--- src/rtl/hm_pkg.sv ---
// Shared definitions for the hm control/status interface.
// Register offsets, STATUS bit layout and the top-FSM idle encoding.
package hm_pkg;

  localparam logic [3:0] REG_CTRL         = 4'h0;
  localparam logic [3:0] REG_STATUS       = 4'h1;
  localparam logic [3:0] REG_IRQ_EN       = 4'h2;
  localparam logic [3:0] REG_STATE        = 4'h3;
  localparam logic [3:0] REG_BAR_BITMAP   = 4'h4;
  localparam logic [3:0] REG_LAST_BAR     = 4'h5;
  localparam logic [3:0] REG_RX_TLP_DW    = 4'h6;
  localparam logic [3:0] REG_CPT_RX       = 4'h7;
  localparam logic [3:0] REG_CPT_TX       = 4'h8;
  localparam logic [3:0] REG_CPT_TX_DROP  = 4'h9;
  localparam logic [3:0] REG_CPT_TX_START = 4'hA;
  localparam logic [3:0] REG_TX_ERROR     = 4'hB;
  localparam logic [3:0] REG_CNT0         = 4'hC;
  localparam logic [3:0] REG_CNT1         = 4'hD;

  localparam int ST_RX_TO     = 0;
  localparam int ST_TX_TO     = 1;
  localparam int ST_WR_TO     = 2;
  localparam int ST_HM_END    = 3;
  localparam int ST_WRITE_BAR = 4;
  localparam int ST_READ_EXP  = 5;
  localparam int ST_LINK_DOWN = 6;
  localparam int ST_START_REJ = 7;

  localparam logic [1:0] HM_STATE_IDLE = 2'd0;

  // Field order matches the ST_* indices, bit 0 last.
  typedef struct packed {
    logic start_rej;
    logic link_down;
    logic read_exp;
    logic write_bar;
    logic hm_end;
    logic wr_to;
    logic tx_to;
    logic rx_to;
  } hm_status_t;

endpackage

--- src/rtl/hm_evcnt.sv ---
// Saturating event counter; clear has priority but a coincident event leaves 1.
// Latency: count visible the cycle after inc; no backpressure.
module hm_evcnt #(
  parameter int W = 16
) (
  input  logic         clk,
  input  logic         rst,
  input  logic         inc,
  input  logic         clr,
  output logic [W-1:0] cnt
);

  logic [W-1:0] cnt_q, cnt_d;

  always_comb begin
    cnt_d = cnt_q;
    if (clr) begin
      cnt_d = inc ? W'(1) : '0;
    end else if (inc && (cnt_q != '1)) begin
      cnt_d = cnt_q + W'(1);
    end
  end

  always_ff @(posedge clk or posedge rst) begin
    if (rst) begin
      cnt_q <= '0;
    end else begin
      cnt_q <= cnt_d;
    end
  end

  assign cnt = cnt_q;

endmodule

--- src/rtl/hm_ctlif.sv ---
// hm sys_clk CSR block: sticky events, saturating counters, irq and start handshake.
// Latency: csr_do/irq/start one cycle after their cause; no backpressure anywhere.
module hm_ctlif
  import hm_pkg::*;
#(
  parameter logic [3:0] csr_addr = 4'h0,
  parameter int         cnt_w    = 16
) (
  input  logic        sys_clk,
  input  logic        sys_rst,
  input  logic [13:0] csr_a,
  input  logic        csr_we,
  input  logic [31:0] csr_di,
  output logic [31:0] csr_do,
  output logic        irq,
  input  logic        sys__rx_timeout,
  input  logic        sys__tx_timeout,
  input  logic        sys__wr_timeout,
  input  logic        sys__hm_end,
  input  logic        sys__write_bar,
  input  logic        sys__read_exp,
  input  logic        sys__trn_lnk_up_n,
  input  logic [2:0]  sys__state_rx,
  input  logic [1:0]  sys__state_tx,
  input  logic [1:0]  sys__state,
  input  logic [31:0] sys__rx_tlp_dw,
  input  logic [4:0]  sys__write_bar_number,
  input  logic [31:0] sys__stat_trn_cpt_rx,
  input  logic [31:0] sys__stat_trn_cpt_tx,
  input  logic [31:0] sys__stat_trn_cpt_tx_drop,
  input  logic [31:0] sys__stat_trn_cpt_tx_start,
  input  logic [31:0] sys__tx_error,
  output logic [31:0] sys__bar_bitmap,
  output logic        sys__hm_start_read
);

  logic       sel, wr, busy, start_req;
  logic [3:0] reg_a;
  logic       unused_addr_bits;

  assign sel              = (csr_a[13:10] == csr_addr);
  assign reg_a            = csr_a[3:0];
  assign wr               = sel & csr_we;
  assign busy             = (sys__state != HM_STATE_IDLE);
  assign start_req        = wr && (reg_a == REG_CTRL) && csr_di[0];
  assign unused_addr_bits = ^csr_a[9:4];

  hm_status_t  status_q, status_d, status_set;
  logic [7:0]  w1c;
  logic [7:0]  irq_en_q, irq_en_d;
  logic [31:0] bar_q, bar_d;
  logic [4:0]  last_bar_q, last_bar_d;
  logic [31:0] csr_do_q, csr_do_d;
  logic        irq_q, irq_d;
  logic        start_q, start_d;
  logic        lnk_prev_q, lnk_prev_d;

  logic             clr0, clr1;
  logic [cnt_w-1:0] rx_to_cnt, tx_to_cnt, wr_to_cnt, hm_end_cnt;

  assign clr0 = wr && (reg_a == REG_CNT0);
  assign clr1 = wr && (reg_a == REG_CNT1);

  hm_evcnt #(.W(cnt_w)) u_cnt_rx_to (
    .clk(sys_clk), .rst(sys_rst), .inc(sys__rx_timeout), .clr(clr0), .cnt(rx_to_cnt)
  );
  hm_evcnt #(.W(cnt_w)) u_cnt_tx_to (
    .clk(sys_clk), .rst(sys_rst), .inc(sys__tx_timeout), .clr(clr0), .cnt(tx_to_cnt)
  );
  hm_evcnt #(.W(cnt_w)) u_cnt_wr_to (
    .clk(sys_clk), .rst(sys_rst), .inc(sys__wr_timeout), .clr(clr1), .cnt(wr_to_cnt)
  );
  hm_evcnt #(.W(cnt_w)) u_cnt_hm_end (
    .clk(sys_clk), .rst(sys_rst), .inc(sys__hm_end), .clr(clr1), .cnt(hm_end_cnt)
  );

  // An accepted start blocks a request in the very next cycle without flagging it.
  assign start_d = start_req && !busy && !start_q;

  always_comb begin
    status_set           = '0;
    status_set.rx_to     = sys__rx_timeout;
    status_set.tx_to     = sys__tx_timeout;
    status_set.wr_to     = sys__wr_timeout;
    status_set.hm_end    = sys__hm_end;
    status_set.write_bar = sys__write_bar;
    status_set.read_exp  = sys__read_exp;
    status_set.link_down = sys__trn_lnk_up_n && !lnk_prev_q;
    status_set.start_rej = start_req && busy;
    w1c      = (wr && (reg_a == REG_STATUS)) ? csr_di[7:0] : 8'h00;
    // Set wins over clear so an event coinciding with W1C is never lost.
    status_d = hm_status_t'((status_q & ~w1c) | status_set);
  end

  always_comb begin
    irq_en_d   = irq_en_q;
    bar_d      = bar_q;
    last_bar_d = last_bar_q;
    if (wr && (reg_a == REG_IRQ_EN))     irq_en_d = csr_di[7:0];
    if (wr && (reg_a == REG_BAR_BITMAP)) bar_d    = csr_di;
    if (sys__write_bar)                  last_bar_d = sys__write_bar_number;
    lnk_prev_d = sys__trn_lnk_up_n;
    irq_d      = |(status_q & irq_en_q);
  end

  always_comb begin
    csr_do_d = 32'h0;
    if (sel) begin
      case (reg_a)
        REG_CTRL:         csr_do_d = {31'b0, busy};
        REG_STATUS:       csr_do_d = {24'b0, status_q};
        REG_IRQ_EN:       csr_do_d = {24'b0, irq_en_q};
        REG_STATE:        csr_do_d = {24'b0, sys__state, sys__state_tx, sys__state_rx,
                                      ~sys__trn_lnk_up_n};
        REG_BAR_BITMAP:   csr_do_d = bar_q;
        REG_LAST_BAR:     csr_do_d = {27'b0, last_bar_q};
        REG_RX_TLP_DW:    csr_do_d = sys__rx_tlp_dw;
        REG_CPT_RX:       csr_do_d = sys__stat_trn_cpt_rx;
        REG_CPT_TX:       csr_do_d = sys__stat_trn_cpt_tx;
        REG_CPT_TX_DROP:  csr_do_d = sys__stat_trn_cpt_tx_drop;
        REG_CPT_TX_START: csr_do_d = sys__stat_trn_cpt_tx_start;
        REG_TX_ERROR:     csr_do_d = sys__tx_error;
        REG_CNT0:         csr_do_d = 32'({tx_to_cnt, rx_to_cnt});
        REG_CNT1:         csr_do_d = 32'({hm_end_cnt, wr_to_cnt});
        default:          csr_do_d = 32'h0;
      endcase
    end
  end

  always_ff @(posedge sys_clk or posedge sys_rst) begin
    if (sys_rst) begin
      status_q   <= '0;
      irq_en_q   <= 8'h00;
      bar_q      <= 32'h0;
      last_bar_q <= 5'h0;
      csr_do_q   <= 32'h0;
      irq_q      <= 1'b0;
      start_q    <= 1'b0;
      lnk_prev_q <= 1'b0;
    end else begin
      status_q   <= status_d;
      irq_en_q   <= irq_en_d;
      bar_q      <= bar_d;
      last_bar_q <= last_bar_d;
      csr_do_q   <= csr_do_d;
      irq_q      <= irq_d;
      start_q    <= start_d;
      lnk_prev_q <= lnk_prev_d;
    end
  end

  assign csr_do             = csr_do_q;
  assign irq                = irq_q;
  assign sys__bar_bitmap    = bar_q;
  assign sys__hm_start_read = start_q;

endmodule

--- config.mk ---
export PLATFORM = sky130hd
export DESIGN_NAME = hm_ctlif
export DESIGN_NICKNAME = d
export VERILOG_FILES = /design/src/rtl/hm_pkg.sv /design/src/rtl/hm_evcnt.sv /design/src/rtl/hm_ctlif.sv
export SDC_FILE = /design/constraint.sdc
export NUM_CORES = 1
export LEC_CHECK = 0
export CAP_MARGIN = 30
export CELL_PAD_IN_SITES_DETAIL_PLACEMENT = 1
export CELL_PAD_IN_SITES_GLOBAL_PLACEMENT = 2
export CORE_UTILIZATION = 24
export DETAILED_ROUTE_END_ITERATION = 12
export MAX_ROUTING_LAYER = met4
export PLACE_DENSITY = 0.79
export SLEW_MARGIN = 20
export SYNTH_ARGS = -nofsm -noshare
export SYNTH_HDL_FRONTEND = slang
export SYNTH_SLANG_ARGS = --single-unit
--- constraint.sdc ---
create_clock -name sys_clk -period 6 [get_ports sys_clk]
set_clock_uncertainty 0.05 [all_clocks]
set_input_delay 1.8 -clock sys_clk [delete_from_list [all_inputs] [get_ports sys_clk]]
set_output_delay 1.8 -clock sys_clk [all_outputs]
set_load 0.01 [all_outputs]
==> flow_summary.yaml <==
worst_setup_path:
  rr_endpoint: "u_cnt_hm_end.cnt[3]"
  worstPathArrival_ps: 4470
  critPathLaunchType: "input port"
  critPathMaxFanout: 21
  crit_chain: "clkdlybuf4s50_1 > buf_4 > nand2b_1 > nor2_2 > buf_4 > a22oi_1 > and3_1 > a21oi_1"
  end_kind: "flip-flop"
  critPathMostFrequentCell: "buf_4"
  rr_startpoint: "u_cnt_hm_end.cnt[0]"
  crit_buf_inv: 3
  required_ps: 6310
  crit_family: "simple AND/OR/NAND/NOR gates"
  slowest_stage: "nor2_2"
  worstSetupPathType: "in -> reg"
  max_stage_delay_ps: 680
  r2r_slack_ps: 3750
  r2r_cells: 6
finish:
  syn_to_final_growth_pct: 52.0
  final_common_cell: "clkdlybuf4s50_1"
  final_cells: 1648
  layout_common_cells: "318 x clkdlybuf4s50_1, 152 x dfrtp_1, 67 x nor2_1, 52 x nand2_1, 46 x mux2_2"
  layout-drive-gt1-share_pct: 11.2
  fin_nets: 1445
  finish.instance_area_sq_um: 13000
  finish.utilization_pct: 37.4
pwr:
  peakVddDrop_mv: 0.215
  power_switching_w: 0.000884
  p_leak_nw: 5.11
  power_density_nw_per_um2: 229
  p_int_w: 0.00210
  p_comb_share_pct: 19.2
  power_frac_seq_pct: 42.6
  swShare_pct: 29.6
  clockPowerShare_pct: 38.2
die:
  ios: 326
  die-area_sq_um: 36400
  die_w_um: 191
  start_util_pct: 24.6
  die_y_um: 191
  rows: 68
  fp.coreArea_sq_um: 34800
timing:
  slew-limit-headroom_pct: 46.1
  maxSlewViolCount: 0
  worst_slew_pin_slew_ps: 806
  finalCriticalPeriod_ps: 4160
  max_freq_mhz: 240
  setup_viol: 0
  post-route-period-util_pct: 69.3
  tns_ps: 0
  hold_viol: 0
  rsz0062_at_grt: "false"
yosys:
  muxShareOfSynthArea_pct: 9.21
  synthArstFlopShare_pct: 100
  synth-seq-cells: 152
  synth_cell_types: 60
  syn_area_per_cell_sq_um: 9.84
  synth-adder-area-share_pct: 0.585
  yosys_warnings: 0
  synth_ff_type: "dfrtp_1"
  yosys.area_share.simple_pct: 17.0
  yosysSeqAreaShare_pct: 44.4
  synth_top_family_by_area: "compound AO/OA/AOI/OAI gates"
  syn_inst: 870
  synth_enable_flop_cells: 0
  synth-compound-area-share_pct: 21.5
  synth_fp_nets: 1134
  synth_xor_area_share_pct: 3.58
  syn_area_sq_um: 8560
detailed_routing:
  postRouteAntennaNets: 0
  drc: 0
  firstDrtPassIters: 5
  post_drt_via_cell_ratio: 5.35
  drt_iter0_drc: 517
  wire_per_inst_um: 24.2
  vias: 8822
  routed_wl_mm: 39.9
clocking:
  numCtsBuffers: 17
  postCtsResizedCells: 0
  hold_buffers: 0
  root_buffer: "clkbuf_16"
  clock_sinks: 152
  cts_tree: "done"
  clk_pin_slew_ps: 60
  insertion_delay_ps: 440
  cts_max_path_buffers: 2
  cts_setup_buffers: 0
  ctsHtreeMaxLevel: 4
min_path:
  hold_end: "sys__hm_start_read"
  hold_class: "reg -> reg"
  holdPathStages: 1
  min_from: "sys__hm_start_read"
global_routing:
  grt_max_degree: 80
  grt_pass1_wl_mm: 59.4
  gr-total-overflow: 0
  grt_usage_pct: 22.6
  grt_antenna_before_repair: 2
  grt_pass1_vias: 9239
place:
  dpl_cell_area_sq_um: 12400
  dp_hpwl_mm: 29.7
  port_buffers: 319
  place_congestion: 0.858
  placed_cells: 1615
outcome:
  status: "finished clean"
run:
  cap_viol_max_count: 0
-- cell usage after synthesis, types with 9 or more instances --
cell type  number  area share (%)
dfrtp_1       152              44
xor2_1         19             1.9
a22oi_1        45             3.9
and3_1         18             1.3
o211ai_1        9            0.79
mux2_2         46             6.1
a21oi_1        36             2.1
nor3_1         24             1.4
a222oi_1       18             2.1
nand2_1        52             2.3
a22o_1         31             3.2
clkbuf_1       30             1.3
a221oi_1       24             2.5
nor2_1         73             3.2
mux2i_1        15             1.8
nand3_1        36             2.1
o21ai_0        20             1.2
a31oi_1        35             2.6
nand4_1        25             1.8
inv_1          14            0.61
xnor2_1        16             1.6
buf_2          26             1.5
-- metrics by stage --
step | hold slack, ps | power [W] | setup slack, ps
6_report | 392 | 0.00299 | 1840
5_1_grt | 410 | 0.00312 | 1680
4_1_cts | 396 | 0.00302 | 1810
3_5_place_dp | 388 | 0.00186 | 1370
3_3_place_gp | 378 | 0.00184 | 1360
2_1_floorplan | 419 | 0.00150 | 56.9
-- area by class of cell --
type                    count  area, sq um
fillers                  3898        21800
multi-input cells         644         4510
flip-flops and latches    152         3800
repair buffers            351         3470
well taps                 455          569
clock buffers              19          443
clock inverters            11          149
inverters                  15         61.3
diodes                      1         2.50
-- power by group through the flow --
stage	combinational, W	sequential [W]	clock, W
after floorplan	0.000272	0.00123	0
after global placement	0.000557	0.00129	0
after detailed placement	0.000570	0.00129	0
after CTS	0.000575	0.00127	0.00117
after global routing	0.000624	0.00129	0.00120
final	0.000572	0.00127	0.00114
-- metal layers --
layer / part of all wire (%) / vias up / global-route usage, % / wire, um
met5: 0 / - / - / 0
met2: 48 / 299 / 35.9 / 19300
met1: 45 / 4501 / 30.1 / 18000
li1: - / 3987 / - / -
met4: 1.6 / 0 / 5.72 / 629
met3: 4.9 / 35 / 3.28 / 1970
-- worst register-to-register path, cell delays in order (launching register included) --
cell     delay, ps
dfrtp_1        510
ha_1           240
nand4_1        230
or4_1          700
nand3_1        180
xor2_1         160
nor2_1          50
-- state kept, by name, summed over array words and instances, names as in the netlist, 8 cells and up --
signal            cells
u_cnt_hm_end.cnt     16
sys__bar_bitmap      32
csr_do               32
u_cnt_wr_to.cnt      16
irq_en_q              8
u_cnt_rx_to.cnt      16
u_cnt_tx_to.cnt      16
status_q              8
-- kinds of logic (layout without fill, tap and decap cells) --
group | Yosys count | after routing
buffers and inverters | 74 | 396
DFF | 152 | 152
muxes | 69 | 69
AOI/OAI and AO/OA | 252 | 252
other | 0 | 1
xor gates and xnor gates | 35 | 35
and+or+nand+nor | 284 | 284
adders and majority gates | 4 | 4
-- how the worst max path moves through the flow --
stage / from / to / slack [ps] / cells after the start
2_1_floorplan: sys_rst / csr_do[0] / 60 / 1
3_3_place_gp: csr_a[3] / csr_do[11] / 1360 / 8
3_5_place_dp: csr_a[3] / csr_do[11] / 1370 / 8
4_1_cts: csr_a[3] / csr_do[11] / 1810 / 8
5_1_grt: csr_a[3] / csr_do[11] / 1680 / 8
6_report: csr_a[3] / csr_do[11] / 1840 / 8
Power figures use the tool's default switching activity.
